### src/rtl/button_debounce_repeat_if.sv
// Button conditioner port bundle: run enable and raw buttons in, tick, clean level and strobes out.
// `release` is a reserved word, so the release strobe is carried as release_stb.
interface button_debounce_repeat_if #(
   parameter int N_BTN = 5
);
   logic             en;
   logic [N_BTN-1:0] btn_raw;
   logic             tick;
   logic [N_BTN-1:0] level;
   logic [N_BTN-1:0] press;
   logic [N_BTN-1:0] release_stb;
   logic [N_BTN-1:0] action;

   modport master (
      output en, btn_raw,
      input  tick, level, press, release_stb, action
   );

   modport slave (
      input  en, btn_raw,
      output tick, level, press, release_stb, action
   );
endinterface

### src/rtl/button_debounce_repeat.sv
// N-channel push-button conditioner: sample-tick prescaler, 2-flop synchroniser, debounce filter and
// hold/auto-repeat FSM per channel, giving clean levels plus press, release and action strobes.
module button_debounce_repeat #(
   parameter int CLK_HZ       = 100_000_000,
   parameter int TICK_US      = 1000,
   parameter int N_BTN        = 5,
   parameter int STABLE_TICKS = 10,
   parameter int HOLD_TICKS   = 500,
   parameter int REPEAT_TICKS = 100
) (
   input logic                     clk,
   input logic                     rst,
   button_debounce_repeat_if.slave bus
);

   localparam int DIV    = CLK_HZ / 1_000_000 * TICK_US;
   localparam int PW     = $clog2(DIV);
   localparam int DCW    = $clog2(STABLE_TICKS + 1);
   localparam int MAX_HR = (HOLD_TICKS > REPEAT_TICKS) ? HOLD_TICKS : REPEAT_TICKS;
   localparam int HCW    = $clog2(MAX_HR + 1);

   // Terminal counts: comparing against N-1 is the same as testing count+1 == N without a carry bit.
   localparam logic [PW-1:0]  DIV_M1    = PW'(DIV - 1);
   localparam logic [DCW-1:0] STABLE_M1 = DCW'(STABLE_TICKS - 1);
   localparam logic [HCW-1:0] HOLD_M1   = HCW'(HOLD_TICKS - 1);
   localparam logic [HCW-1:0] RPT_M1    = HCW'(REPEAT_TICKS - 1);

   localparam logic [1:0] ST_IDLE = 2'd0;
   localparam logic [1:0] ST_HOLD = 2'd1;
   localparam logic [1:0] ST_RPT  = 2'd2;

   logic [PW-1:0]              pcnt_q,  pcnt_d;
   logic                       tick;
   logic [N_BTN-1:0]           sync1_q, sync1_d;
   logic [N_BTN-1:0]           sync2_q, sync2_d;
   logic [N_BTN-1:0]           level_q, level_d;
   logic [N_BTN-1:0][DCW-1:0]  dcnt_q,  dcnt_d;
   logic [N_BTN-1:0]           press_q, press_d;
   logic [N_BTN-1:0]           rel_q,   rel_d;
   logic [N_BTN-1:0]           rpt_q,   rpt_d;
   logic [N_BTN-1:0][1:0]      st_q,    st_d;
   logic [N_BTN-1:0][HCW-1:0]  hcnt_q,  hcnt_d;
   logic [N_BTN-1:0]           rise,    fall;

   // Prescaler: free-running 0..DIV-1 while enabled, frozen otherwise.
   always_comb begin
      tick   = bus.en && (pcnt_q == DIV_M1);
      pcnt_d = pcnt_q;
      if (bus.en) begin
         pcnt_d = (pcnt_q == DIV_M1) ? '0 : pcnt_q + PW'(1);
      end
   end

   // The synchroniser runs regardless of en so the sampled level is never stale on resume.
   always_comb begin
      sync1_d = bus.btn_raw;
      sync2_d = sync1_q;
   end

   // NOTE: every signal written here gets a default first, so no path can leave it unassigned (no latch).
   always_comb begin
      level_d = level_q;
      dcnt_d  = dcnt_q;
      rise    = '0;
      fall    = '0;
      for (int i = 0; i < N_BTN; i++) begin
         if (tick) begin
            if (sync2_q[i] != level_q[i]) begin
               if (dcnt_q[i] == STABLE_M1) begin
                  level_d[i] = ~level_q[i];
                  dcnt_d[i]  = '0;
                  rise[i]    = ~level_q[i];
                  fall[i]    = level_q[i];
               end else begin
                  dcnt_d[i] = dcnt_q[i] + DCW'(1);
               end
            end else begin
               dcnt_d[i] = '0;
            end
         end
      end
      press_d = rise;
      rel_d   = fall;
   end

   // Repeat FSM keys off the same-edge rise/fall, so a release on a repeat boundary suppresses the repeat.
   always_comb begin
      st_d   = st_q;
      hcnt_d = hcnt_q;
      rpt_d  = '0;
      for (int i = 0; i < N_BTN; i++) begin
         if (fall[i]) begin
            st_d[i]   = ST_IDLE;
            hcnt_d[i] = '0;
         end else if (rise[i]) begin
            st_d[i]   = ST_HOLD;
            hcnt_d[i] = '0;
         end else if (tick) begin
            case (st_q[i])
               ST_IDLE: ;
               ST_HOLD: begin
                  if (hcnt_q[i] == HOLD_M1) begin
                     rpt_d[i]  = 1'b1;
                     st_d[i]   = ST_RPT;
                     hcnt_d[i] = '0;
                  end else begin
                     hcnt_d[i] = hcnt_q[i] + HCW'(1);
                  end
               end
               ST_RPT: begin
                  if (hcnt_q[i] == RPT_M1) begin
                     rpt_d[i]  = 1'b1;
                     hcnt_d[i] = '0;
                  end else begin
                     hcnt_d[i] = hcnt_q[i] + HCW'(1);
                  end
               end
               default: begin
                  st_d[i]   = ST_IDLE;
                  hcnt_d[i] = '0;
               end
            endcase
         end
      end
   end

   // NOTE: state flops use non-blocking assignments so every flop samples pre-edge values together.
   always_ff @(posedge clk or posedge rst) begin
      if (rst) begin
         pcnt_q  <= '0;
         sync1_q <= '0;
         sync2_q <= '0;
         level_q <= '0;
         dcnt_q  <= '0;
         press_q <= '0;
         rel_q   <= '0;
         rpt_q   <= '0;
         st_q    <= {N_BTN{ST_IDLE}};
         hcnt_q  <= '0;
      end else begin
         pcnt_q  <= pcnt_d;
         sync1_q <= sync1_d;
         sync2_q <= sync2_d;
         level_q <= level_d;
         dcnt_q  <= dcnt_d;
         press_q <= press_d;
         rel_q   <= rel_d;
         rpt_q   <= rpt_d;
         st_q    <= st_d;
         hcnt_q  <= hcnt_d;
      end
   end

   // Strobes are masked while disabled; level simply holds.
   assign bus.tick        = tick;
   assign bus.level       = level_q;
   assign bus.press       = press_q & {N_BTN{bus.en}};
   assign bus.release_stb = rel_q & {N_BTN{bus.en}};
   assign bus.action      = (press_q | rpt_q) & {N_BTN{bus.en}};

endmodule

### src/flat_wrapper.sv
// flat-port wrapper written by rule: the top's interface ports become plain ports
module button_debounce_repeat_flat 
#(
   parameter int CLK_HZ       = 100_000_000,
   parameter int TICK_US      = 1000,
   parameter int N_BTN        = 5,
   parameter int STABLE_TICKS = 10,
   parameter int HOLD_TICKS   = 500,
   parameter int REPEAT_TICKS = 100
)
  (clk, rst, bus_en, bus_btn_raw, bus_tick, bus_level, bus_press, bus_release_stb, bus_action);
  button_debounce_repeat_if #(.N_BTN(N_BTN)) bus_i ();
  input logic clk;
  input logic rst;
  input wire logic [$bits(bus_i.en)-1:0] bus_en;
  input wire logic [$bits(bus_i.btn_raw)-1:0] bus_btn_raw;
  output wire logic [$bits(bus_i.tick)-1:0] bus_tick;
  output wire logic [$bits(bus_i.level)-1:0] bus_level;
  output wire logic [$bits(bus_i.press)-1:0] bus_press;
  output wire logic [$bits(bus_i.release_stb)-1:0] bus_release_stb;
  output wire logic [$bits(bus_i.action)-1:0] bus_action;
  assign bus_i.en = bus_en;
  assign bus_i.btn_raw = bus_btn_raw;
  assign bus_tick = bus_i.tick;
  assign bus_level = bus_i.level;
  assign bus_press = bus_i.press;
  assign bus_release_stb = bus_i.release_stb;
  assign bus_action = bus_i.action;
  button_debounce_repeat #(.CLK_HZ(CLK_HZ), .TICK_US(TICK_US), .N_BTN(N_BTN), .STABLE_TICKS(STABLE_TICKS), .HOLD_TICKS(HOLD_TICKS), .REPEAT_TICKS(REPEAT_TICKS)) u_core (.clk(clk), .rst(rst), .bus(bus_i));
endmodule
### config.mk
export PLATFORM = sky130hd
export DESIGN_NAME = button_debounce_repeat_flat
export DESIGN_NICKNAME = d
export VERILOG_FILES = /design/src/rtl/button_debounce_repeat_if.sv /design/src/rtl/button_debounce_repeat.sv /design/src/flat_wrapper.sv
export SDC_FILE = /design/constraint.sdc
export NUM_CORES = 1
export LEC_CHECK = 0
export ABC_AREA = 1
export CELL_PAD_IN_SITES_DETAIL_PLACEMENT = 0
export CELL_PAD_IN_SITES_GLOBAL_PLACEMENT = 1
export CORE_MARGIN = 1.5
export CORE_UTILIZATION = 45
export DETAILED_ROUTE_END_ITERATION = 7
export GPL_ROUTABILITY_DRIVEN = 0
export HOLD_SLACK_MARGIN = 0.05
export PLACE_DENSITY = 0.87
export SKIP_CTS_REPAIR_TIMING = 1
export SYNTH_ARGS = -nofsm -noshare
export SYNTH_HDL_FRONTEND = slang
export SYNTH_SLANG_ARGS = --single-unit
### constraint.sdc
create_clock -name clk -period 9.4 [get_ports clk]
set_clock_uncertainty 0.1 [all_clocks]
set_input_delay 1.41 -clock clk [delete_from_list [all_inputs] [get_ports clk]]
set_output_delay 1.41 -clock clk [all_outputs]
set_load 0.05 [all_outputs]
==> impl.org <==
** Detailed routing
- The detailed router finished its first iteration with 467 violations.
- The routed design has 14710 µm of wire.
- Drc violations :: 0
- Via count :: 5953
- After detailed routing, the number of vias per cell comes to 4.840.
- For this run, the detailed router's first-pass iteration total came to 5.
- Average wire per standard cell :: 11.96 µm
- Count of antenna-violating nets left after detailed routing :: 0

** Synthesis
- Synthesis produced 968 cells.
- The Yosys step of the flow raised 0 warnings.
- Netlist area before placement :: 7102 µm²
- Synthesis inferred 122 register bits.
- The biggest area contributor in the post-synthesis netlist is sky130_fd_sc_hd__dfrtp_1.
- Synthesized area divided by synthesized cell count :: 7.337 µm²
- Portion of the post-synthesis area used by sequential elements :: 42.99%
- Yosys attributes the largest share of cell area to sky130_fd_sc_hd__dfrtp_1 43%, sky130_fd_sc_hd__nand2_1 14%, sky130_fd_sc_hd__inv_1 7.6%.
- Post-synthesis cell type count :: 38
- Summed over its instances, the top area cell type makes up 42.99% of the synthesized netlist area.
- Number of nets produced by synthesis :: 1007

** CTS
- In this run the number of H-tree levels came out at 4.
- Reg clk slew, reported paths :: 0.06 ns
- The clock passes through at most 2 buffers.
- TritonCTS built the clock tree.
- Root buffer selected by CTS :: sky130_fd_sc_hd__clkbuf_16
- Number of sinks on the clock net :: 122
- Total CTS buffers :: 17
- At the later pin of the worst-skew pair, clock insertion delay measures 0.42 ns.

** Power and ir drop
- The clock network burns 50.4% of the power.
- Peak ir drop on the vdd network :: 138.3 µV
- Sequential cells account for 43.8% of the total power.
- For this design the static power due to leakage is 4.374 nW.
- In this run the power spent charging and discharging nets is 0.3135 mW.
- Net switching is 24.11% of the power.
- Internal power comes to 0.9869 mW.
- Comb pwr share :: 5.8%
- For this design the ratio of total power to cell area is 159.0 nW/µm².

** STA
- Relative slew slack :: 32.14%
- The count of endpoints failing hold in the final timing report came to 0.
- Least-Margin Pin Slew :: 1.018 ns
- Final period utilization :: 53.78%
- Static timing analysis puts the maximum clock frequency at 197.8 MHz.
- Setup repair after global routing left no endpoint under its margin.
- Setup violations remaining at the end of the flow were counted as 0.
- The number of pins exceeding their max-slew limit in the final report came to 0.
- Counting I/O delays and the setup requirement, the final critical path takes 5.055 ns.
- Setup TNS Final :: 0 ns

** Worst hold path
- The min-delay analysis places its worst path in the category reg2reg.
- Source of the worst hold timing path :: u_core.sync1_q[2]
- Cell depth of the worst hold path :: 0
- The worst hold path terminates at u_core.sync2_q[2].

** Critical path
- Along the worst path, the maximum fanout reaches 33.
- Slowest library cell on the worst path :: sky130_fd_sc_hd__clkdlybuf4s50_1
- The endpoint identified for the worst register-to-register timing path is u_core.hcnt_q[43].
- WP data arrival :: 3.55 ns
- STA classifies the critical path endpoint as an output port.
- Counting cells, the worst reg-to-reg path comes to 10.
- STA puts the critical path data required time at 7.89 ns.
- Traced cell by cell, the critical path runs through clkdlybuf4s50_1, buf_4, nand2_1, inv_1, nand2_1, nor2_2, inv_2, nor2_4, clkdlybuf4s50_1.
- Across all register-to-register paths, the minimum setup slack is 6.73 ns.
- On the worst path, the slowest cell contributes a delay of 0.81 ns.
- Startpoint class of the critical path :: input port
- R2r startpoint :: u_core.pcnt_q[0]
- Class of the most critical setup path :: in2out

** Floorplanning
- Starting density of the core :: 46.37%
- During I/O placement, the number of pins put on the boundary was 29.
- Total number of placement rows :: 45
- The region available for standard cell placement spans 15310 µm².
- The die is 128.6 µm wide.
- Full die area :: 16540 µm²
- In this run the vertical extent of the chip is 128.6 µm.

** Global route
- The number of antenna violations at the first check in global routing came to 0.
- Entering global routing, the biggest net connects 81 pins.
- Sum of overflow across all layers after global routing :: 0
- The first global-routing pass estimated 25610 µm of wire.
- Via count of the first global-routing pass :: 5454
- GRT Overall Usage :: 19.52%

** Final layout
- Nets@finish :: 1046
- Number of inserted diodes :: 0
- Synth-to-Final Area Change :: 15.15%
- The layout has 1537 filler cells.
- Share of layout cells above drive strength 1 :: 5.496%
- Final core utilization :: 53.40%

** Placed design
- Once detailed placement completed, the half-perimeter wirelength came to 10070 µm.
- Number of buffer cells added on primary ports :: 28

** Run
- The tool flagged a number of max-cap violations equal to 0.

** Run status
- Status :: completed
==> cells in the final DEF, fill, tap and decap left out, types with 8 or more instances in the layout <==
cell                              instances
sky130_fd_sc_hd__ha_1                    31
sky130_fd_sc_hd__nor2_1                 126
sky130_fd_sc_hd__clkdlybuf4s50_1         28
sky130_fd_sc_hd__nor3_1                  27
sky130_fd_sc_hd__inv_1                  143
sky130_fd_sc_hd__clkbuf_16               17
sky130_fd_sc_hd__nor3b_1                  8
sky130_fd_sc_hd__o21ai_0                 29
sky130_fd_sc_hd__dfrtp_1                122
sky130_fd_sc_hd__nand2_1                265
sky130_fd_sc_hd__a21oi_1                 22
sky130_fd_sc_hd__nand3_1                 88
sky130_fd_sc_hd__nand4_1                 27
sky130_fd_sc_hd__xor2_1                  13
==> power by group through the flow <==
| stage | Combinational (mW) | Clock [mW] | Sequential, mW |
|---|---|---|---|
| after global routing | 0.0880 | 0.696 | 0.573 |
| after global placement | 0.0750 | 0 | 0.579 |
| after detailed placement | 0.0769 | 0 | 0.578 |
| after CTS | 0.0770 | 0.669 | 0.569 |
| after floorplan | 0.0597 | 0 | 0.573 |
| final | 0.0753 | 0.655 | 0.570 |
==> logic make-up after synthesis <==
logic type	after synthesis	synth area share, %
AO/OA/AOI/OAI	70	5.321
adder cells (fa/ha/maj)	31	5.462
buffers and inverters	157	8.791
XOR/XNOR	20	2.467
flip-flops	122	42.99
multiplexers	2	0.2819
AND/OR/NAND/NOR	566	34.69
==> routing by layer <==
layer	routed length (µm)	vias to the layer above	global-route usage (%)
met5	0	-	0
met3	519	10	4.574
li1	-	3147	-
met1	7464	2717	26.95
met2	6590	79	30.93
met4	133	0	5.420
==> state kept, by name, summed over array words and instances (netlist names), 10 cells and up <==
name / flops
u_core.dcnt_q: 20
u_core.pcnt_q: 17
u_core.hcnt_q: 45
u_core.st_q: 10
==> cells in the mapped netlist <==
master                     number
sky130_fd_sc_hd__nand3_2        4
sky130_fd_sc_hd__a31o_2         1
sky130_fd_sc_hd__xor2_1        13
sky130_fd_sc_hd__a31oi_1        1
sky130_fd_sc_hd__or2_2          2
sky130_fd_sc_hd__o21bai_1       3
sky130_fd_sc_hd__inv_2          2
sky130_fd_sc_hd__nand3_1       88
sky130_fd_sc_hd__a21o_1         2
sky130_fd_sc_hd__nor2_4         1
sky130_fd_sc_hd__clkbuf_1       2
sky130_fd_sc_hd__and3_1         2
sky130_fd_sc_hd__nor3b_1        8
sky130_fd_sc_hd__o211ai_1       1
sky130_fd_sc_hd__buf_8          1
sky130_fd_sc_hd__o22ai_1        2
sky130_fd_sc_hd__mux2i_1        2
sky130_fd_sc_hd__xnor2_1        7
sky130_fd_sc_hd__a21oi_1       22
sky130_fd_sc_hd__dfrtp_1      122
sky130_fd_sc_hd__nand4_1       27
sky130_fd_sc_hd__buf_2          4
sky130_fd_sc_hd__o21ai_0       29
sky130_fd_sc_hd__nand2_4        1
sky130_fd_sc_hd__buf_1          1
sky130_fd_sc_hd__buf_6          2
sky130_fd_sc_hd__nand3b_1       3
sky130_fd_sc_hd__nor2_2         6
sky130_fd_sc_hd__nor3_1        27
sky130_fd_sc_hd__o21ai_1        7
sky130_fd_sc_hd__a211oi_1       2
sky130_fd_sc_hd__inv_1        144
sky130_fd_sc_hd__ha_1          31
sky130_fd_sc_hd__nor2_1       126
sky130_fd_sc_hd__buf_4          1
sky130_fd_sc_hd__nand2_1      265
sky130_fd_sc_hd__nand2_2        5
sky130_fd_sc_hd__nand4_2        1
==> final cells by class <==
cell class                 count  area [µm²]  share of cell area, %
clock inverter                12       150.1                  1.836
clock buffer                  19       432.9                  5.294
sequential                   122        3053                  37.33
tap                          211       264.0                  3.228
multi-input combinational    689        3425                  41.88
timing repair buffer          31       302.8                  3.703
inverter                     146       550.5                  6.732
==> worst max-delay path by stage <==
stage          startpoint                  end  slack [ns]  cells after the start
3_3_place_gp       bus_en             bus_tick        4.35                      9
4_1_cts            bus_en             bus_tick        4.33                      9
6_report           bus_en             bus_tick        4.34                      9
2_1_floorplan         rst  u_core.bus.level[0]        4.65                      1
5_1_grt            bus_en             bus_tick        4.19                      9
3_5_place_dp       bus_en             bus_tick        4.33                      9
==> worst max-delay path: cells and delay by family <==
family                 cells  cell delay [ns]
buffers and inverters      5             1.76
and+or+nand+nor            4             0.37
==> per-stage QoR <==
step,total power [mW],instance area (µm²),cells,setup slack (ns),hold slack [ns]
2_1_floorplan,0.6328,7102,968,4.647,0.2312
3_3_place_gp,0.6536,7595,1199,4.348,0.2321
3_5_place_dp,0.6551,7595,1199,4.333,0.2347
4_1_cts,1.315,8178,1230,4.328,0.2480
5_1_grt,1.357,8178,1230,4.190,0.2550
6_report,1.300,8178,1230,4.345,0.2462
No activity file was read; power rests on OpenSTA's default activity.
